$ cat src/rtl/osd_text_sched.sv
// OSD text-buffer write scheduler: arbitrates two character writers and a full-buffer
// clear, emitting each write as a stretched char_valid pulse followed by a quiet gap.
module osd_text_sched #(
    parameter int unsigned COLS         = 50,
    parameter int unsigned ROWS         = 10,
    parameter int unsigned PULSE_CYCLES = 4,
    parameter int unsigned GAP_CYCLES   = 4
) (
    input  logic        clk_i,
    input  logic        reset_i,
    input  logic        clr_req_i,
    output logic        clr_busy_o,
    input  logic [1:0]  req_valid_i,
    output logic [1:0]  req_ready_o,
    input  logic [15:0] req_x_i,
    input  logic [15:0] req_y_i,
    input  logic [13:0] req_char_i,
    output logic [7:0]  char_x_o,
    output logic [7:0]  char_y_o,
    output logic [6:0]  char_o,
    output logic        char_valid_o,
    output logic        drop_o,
    output logic        busy_o
);

    localparam int unsigned CNT_MAX = (PULSE_CYCLES > GAP_CYCLES) ? PULSE_CYCLES : GAP_CYCLES;
    localparam int unsigned CNT_W   = (CNT_MAX > 1) ? $clog2(CNT_MAX) : 1;
    localparam logic [6:0]  SPACE   = 7'h20;

    typedef enum logic [1:0] {
        ST_IDLE,
        ST_PULSE,
        ST_GAP
    } state_e;

    state_e           state_q;
    logic [CNT_W-1:0] cnt_q;
    logic             last_grant_q;
    logic             clr_pend_q;
    logic             clearing_q;
    logic             clr_busy_q;
    logic             char_valid_q;
    logic             drop_q;
    logic             busy_q;
    logic [7:0]       char_x_q;
    logic [7:0]       char_y_q;
    logic [6:0]       char_q;

    logic [1:0]       ready_c;
    logic             grant_idx;
    logic             xfer;
    logic [7:0]       sel_x;
    logic [7:0]       sel_y;
    logic [6:0]       sel_char;
    logic             in_range;
    logic             last_cell;

    // Round-robin grant; only offered while idle with no clear waiting
    always_comb begin
        ready_c = 2'b00;
        if (state_q == ST_IDLE && !clr_pend_q && !reset_i) begin
            if (&req_valid_i) begin
                ready_c = last_grant_q ? 2'b01 : 2'b10;
            end else begin
                ready_c = req_valid_i;
            end
        end
    end

    assign grant_idx = ready_c[1];
    assign xfer      = |(req_valid_i & ready_c);
    assign sel_x     = grant_idx ? req_x_i[15:8]    : req_x_i[7:0];
    assign sel_y     = grant_idx ? req_y_i[15:8]    : req_y_i[7:0];
    assign sel_char  = grant_idx ? req_char_i[13:7] : req_char_i[6:0];
    assign in_range  = (sel_x < 8'(COLS)) && (sel_y < 8'(ROWS));
    assign last_cell = (char_x_q == 8'(COLS - 1)) && (char_y_q == 8'(ROWS - 1));

    // Write data is deliberately left out of reset so an aborted pulse ends on stable data
    always_ff @(posedge clk_i) begin
        if (reset_i) begin
            state_q      <= ST_IDLE;
            cnt_q        <= '0;
            last_grant_q <= 1'b1;
            clr_pend_q   <= 1'b0;
            clearing_q   <= 1'b0;
            clr_busy_q   <= 1'b0;
            char_valid_q <= 1'b0;
            drop_q       <= 1'b0;
            busy_q       <= 1'b0;
        end else begin
            drop_q <= 1'b0;
            if (clr_req_i && !clr_busy_q) begin
                clr_pend_q <= 1'b1;
                clr_busy_q <= 1'b1;
            end
            case (state_q)
                ST_IDLE: begin
                    if (clr_pend_q) begin
                        clr_pend_q   <= 1'b0;
                        clearing_q   <= 1'b1;
                        char_x_q     <= '0;
                        char_y_q     <= '0;
                        char_q       <= SPACE;
                        cnt_q        <= '0;
                        char_valid_q <= 1'b1;
                        busy_q       <= 1'b1;
                        state_q      <= ST_PULSE;
                    end else if (xfer) begin
                        last_grant_q <= grant_idx;
                        if (in_range) begin
                            char_x_q     <= sel_x;
                            char_y_q     <= sel_y;
                            char_q       <= sel_char;
                            cnt_q        <= '0;
                            char_valid_q <= 1'b1;
                            busy_q       <= 1'b1;
                            state_q      <= ST_PULSE;
                        end else begin
                            drop_q <= 1'b1;
                        end
                    end
                end
                ST_PULSE: begin
                    if (cnt_q == CNT_W'(PULSE_CYCLES - 1)) begin
                        cnt_q        <= '0;
                        char_valid_q <= 1'b0;
                        state_q      <= ST_GAP;
                    end else begin
                        cnt_q <= cnt_q + CNT_W'(1);
                    end
                end
                ST_GAP: begin
                    if (cnt_q == CNT_W'(GAP_CYCLES - 1)) begin
                        cnt_q <= '0;
                        if (clearing_q && !last_cell) begin
                            // Row-major walk straight into the next cell's pulse
                            if (char_x_q == 8'(COLS - 1)) begin
                                char_x_q <= '0;
                                char_y_q <= char_y_q + 8'd1;
                            end else begin
                                char_x_q <= char_x_q + 8'd1;
                            end
                            char_valid_q <= 1'b1;
                            state_q      <= ST_PULSE;
                        end else begin
                            if (clearing_q) begin
                                clr_busy_q <= 1'b0;
                            end
                            clearing_q <= 1'b0;
                            busy_q     <= 1'b0;
                            state_q    <= ST_IDLE;
                        end
                    end else begin
                        cnt_q <= cnt_q + CNT_W'(1);
                    end
                end
                default: begin
                    state_q      <= ST_IDLE;
                    char_valid_q <= 1'b0;
                    busy_q       <= 1'b0;
                end
            endcase
        end
    end

    assign req_ready_o  = ready_c;
    assign clr_busy_o   = clr_busy_q;
    assign char_x_o     = char_x_q;
    assign char_y_o     = char_y_q;
    assign char_o       = char_q;
    assign char_valid_o = char_valid_q;
    assign drop_o       = drop_q;
    assign busy_o       = busy_q;

endmodule

$ cat config.mk
export PLATFORM = sky130hd
export DESIGN_NAME = osd_text_sched
export DESIGN_NICKNAME = d
export VERILOG_FILES = /design/src/rtl/osd_text_sched.sv
export SDC_FILE = /design/constraint.sdc
export NUM_CORES = 1
export LEC_CHECK = 0
export CORE_UTILIZATION = 40
export CTS_CLUSTER_SIZE = 30
export DETAILED_ROUTE_END_ITERATION = 8
export PLACE_DENSITY = 0.77
export SLEW_MARGIN = 20
export SYNTH_ARGS = -nofsm -noshare
export SYNTH_HDL_FRONTEND = slang
export SYNTH_SLANG_ARGS = --single-unit
$ cat constraint.sdc
create_clock -name clk_i -period 7.7 [get_ports clk_i]
set_clock_uncertainty 0.2 [all_clocks]
set_input_delay 1.54 -clock clk_i [delete_from_list [all_inputs] [get_ports clk_i]]
set_output_delay 1.54 -clock clk_i [all_outputs]
set_load 0.02 [all_outputs]
==> metrics.md <==
| Metric | Value |
|---|---|
| Status | complete, no violations |
| Power Density | 175.4 nW/µm² |
| Largest net degree at the start of global routing | 18 |
| Final setup violation count | 0 |
| Yosys reg bits | 34 |
| Router iterations before antenna repair | 4 |
| Top_reg_cell synth | edfxtp_1 |
| Yosys warning total | 0 |
| Startpoint types | primary input |
| Hold/Removal Path Class | reg -> reg |
| Post-layout nets | 352 |
| Sw Pwr | 159.7 µW |
| Clock Power Share | between 20 and 30% |
| Most frequent CP cell | clkdlybuf4s50_1 |
| Worst endpoint data arrival time | 3930 ps |
| Mean Syn Cell Area | about 10 µm² |
| Switching share of power | 30.10% |
| CTS HTree Levels | 2 |
| Synth Instances | around 220 |
| Final Hold Vio Count | 0 |
| Maximum VDD drop | 117.0 µV |
| Clk root buf | clkbuf_8 |
| Post-detail-place hpwl | 4.247 mm |
| CP max stage delay | around 700 ps |
| Post-CTS resize count | 0 |
| Layout area overhead | 44.13% |
| Antenna diode count | 0 |
| Crit-path slowest cell | clkdlybuf4s50_1 |
| Internal cell power | 370.8 µW |
| Final wirelength | 5.367 mm |
| Vias in the first global route | 1781 |
| Cts bufs inserted | 5 |
| Clock buffer depth | 2 |
| Non-Filler Instances | 360 |
| Cell leakage power | 0.001114 µW |
| Layout cells sized above 1 | 5.119% |
| Unrepaired setup endpoints after global routing | false |
| Ys async rst share | 0% |
| Routed Antenna Nets | 0 |
| WS Path Type | in -> out |
| Max Fclk | between 0.15 and 0.2 GHz |
| CP endpoint kind | output pin |
| Placed insts | 352 |
| CP delay by family, top | buffers and inverters |
| Min Clock Period, post-route | 5674 ps |
| Crit path cell chain | clkdlybuf4s50_1, a21o_1, or2_0, buf_4, inv_2, clkdlybuf4s50_1 |
| Place WS | 2034 ps |
| GR Overflow Total | 0 |
| Count of cell types in the netlist | 44 |
| Core box area | 4880 µm² |
| Die footprint | 5539 µm² |
| Synthesized area | approximately 2100 µm² |
| Setup tns final | 0 ps |
| Via count | roughly 1.9k |
| Crit share post-route | 73.69% |
| Initial antenna violation count | 0 |
| Filler instances | 432 |
| Global placement routability congestion | 0.8066 |
| FP Rows | 25 |
| Slew Limit Fails | 0 |
| Post-CTS Hold Fix Bufs | 0 |
| Setup ws final | a little over 2000 ps |
| Worst Path Buf+Inv | 4 |
| Chip height | 74.43 µm |
| CTS tree | yes |
| Vias per inst | 5.328 |
| Die Span X | around 74 µm |
| Met3 WL | 238 µm |
| Routed wl met2 | 2.722 mm |
| Comb pwr share | a little under a third |
| Wire length per cell | about 15 µm |
| Port Buffers | a little under 80 |
| Top Metal Used | met4 |
| Residual DRC | 0 |
| Top Ports | 80 |
| Clock transition at path regs | 70 ps |
| Sequential-to-total area share from yosys stat | 43.41% |
| First-pass GRT wire length | ~8.5 mm |
| Post-synth EDFFs | 23 |
| Sequential Power Share | 44.2% |
| Post-CTS Setup Inserts | 0 |
| GRT Total Usage | 20.80% |
| Worst Max-Slew Pin Slew | 590.2 ps |
| Worst rel slew slack | 60.48% |
| Critical path peak fanout | 17 |
| Max Cap Viol | 0 |
| Syn Nets | 275 |
| FF-to-FF setup slack | ~4700 ps |
| DRT met1 WL | 2.324 mm |
| CP Data Required Time | 5960 ps |
| Clock tree sinks | 34 |
| Initial DRC Count | 118 |
| Skew-Pair Late Insertion Delay | around 290 ps |
| Initial core utilization | between 40% and 50% |
==> power groups by stage <==
stage | clock (µW) | combinational (µW) | sequential (µW)
2_1_floorplan | 0 | 76.7 | 250
3_3_place_gp | 0 | 157 | 238
3_5_place_dp | 0 | 159 | 238
4_1_cts | 137 | 160 | 234
5_1_grt | 147 | 174 | 238
6_report | 136 | 160 | 234
==> layer usage <==
layer	global-route usage, %	vias up
li1	-	956
met1	26.41	895
met2	35.24	59
met3	4.743	8
met4	6.289	0
met5	0	-
==> final cells by class <==
cell class / count / area, µm² / share of cell area (%)
multi-input cells: 164 / 1114 / 36.82
flip-flops and latches: 34 / 910.9 / 30.12
inverters: 7 / 26.28 / 0.8688
repair buffers: 80 / 798.3 / 26.40
clock buffers: 7 / 86.33 / 2.855
well taps: 67 / 83.83 / 2.772
clock inverters: 1 / 5.005 / 0.1655
==> logic make-up after synthesis <==
| logic type | Yosys count | synth area share, % |
|---|---|---|
| simple gates | 77 | 18.90 |
| compound gates | 49 | 15.45 |
| flops | 34 | 43.41 |
| buf+inv | 17 | 3.756 |
| mux | 17 | 8.110 |
| xor+xnor | 12 | 5.009 |
| fa+ha+maj | 9 | 5.367 |
==> cells in the mapped netlist (3+ instances only) <==
| library cell | n | area (µm²) |
|---|---|---|
| o22ai_1 | 16 | 100.1 |
| a21oi_1 | 12 | 60.06 |
| and3_1 | 4 | 25.02 |
| nor4_1 | 3 | 18.77 |
| o21ai_0 | 8 | 40.04 |
| nand2b_1 | 3 | 18.77 |
| nand2_1 | 19 | 71.32 |
| nor2_1 | 16 | 60.06 |
| nor3b_1 | 3 | 22.52 |
| edfxtp_1 | 23 | 690.7 |
| mux2i_1 | 17 | 170.2 |
| xor2_1 | 8 | 70.07 |
| nor3_1 | 4 | 20.02 |
| nand3b_1 | 3 | 22.52 |
| nand3_1 | 10 | 50.05 |
| ha_1 | 9 | 112.6 |
| inv_1 | 6 | 22.52 |
| dfxtp_1 | 11 | 220.2 |
| xnor2_1 | 4 | 35.03 |
| clkbuf_1 | 7 | 26.28 |
==> state kept, by name, summed over array words and instances, names as in the netlist <==
register	count
busy_o	1
char_o	7
char_valid_o	1
char_x_o	8
char_y_o	8
clearing_q	1
clr_busy_o	1
clr_pend_q	1
cnt_q	2
drop_o	1
last_grant_q	1
state_q	2
==> cells in the final DEF, fill, tap and decap left out, types with 3 or more instances in the layout <==
cell type,n
clkdlybuf4s50_1,79
xnor2_1,4
inv_1,6
o22ai_1,16
o21ai_0,8
edfxtp_1,23
nand3_1,10
dfxtp_1,11
nand2_1,19
and3_1,4
nand2b_1,3
mux2i_1,17
a21oi_1,12
clkbuf_8,6
nor4_1,3
ha_1,9
xor2_1,8
nor2_1,16
nand3b_1,3
nor3_1,4
==> through the flow <==
stage	total power (µW)	utilization, %	hold slack, ps	instance area [µm²]
6_report	530.4	61.97	287.1	3024
5_1_grt	558.2	61.97	315.7	3024
4_1_cts	531.3	61.87	293.7	3019
3_5_place_dp	397.2	60.00	265.0	2928
3_3_place_gp	394.7	60.00	267.5	2928
2_1_floorplan	326.5	-	253.2	2098
==> final timing paths <==
check                from              to  cells after the start
max reg2reg    state_q[1]     char_y_o[0]                      9
min reg2reg  char_valid_o    char_valid_o                      1
max               reset_i  req_ready_o[1]                      6
min          char_valid_o    char_valid_o                      1
==> worst register-to-register path, cell delays in order, from the launching register on <==
cell and delay [ps]:
dfxtp_1 350, inv_1 100, ha_1 280, nand3b_1 150, or2_0 240, buf_4 220, o32ai_4 350, a21oi_2 180
nor2_1 170, and4_1 440
Note: power is estimated with default switching activity, not from simulation.
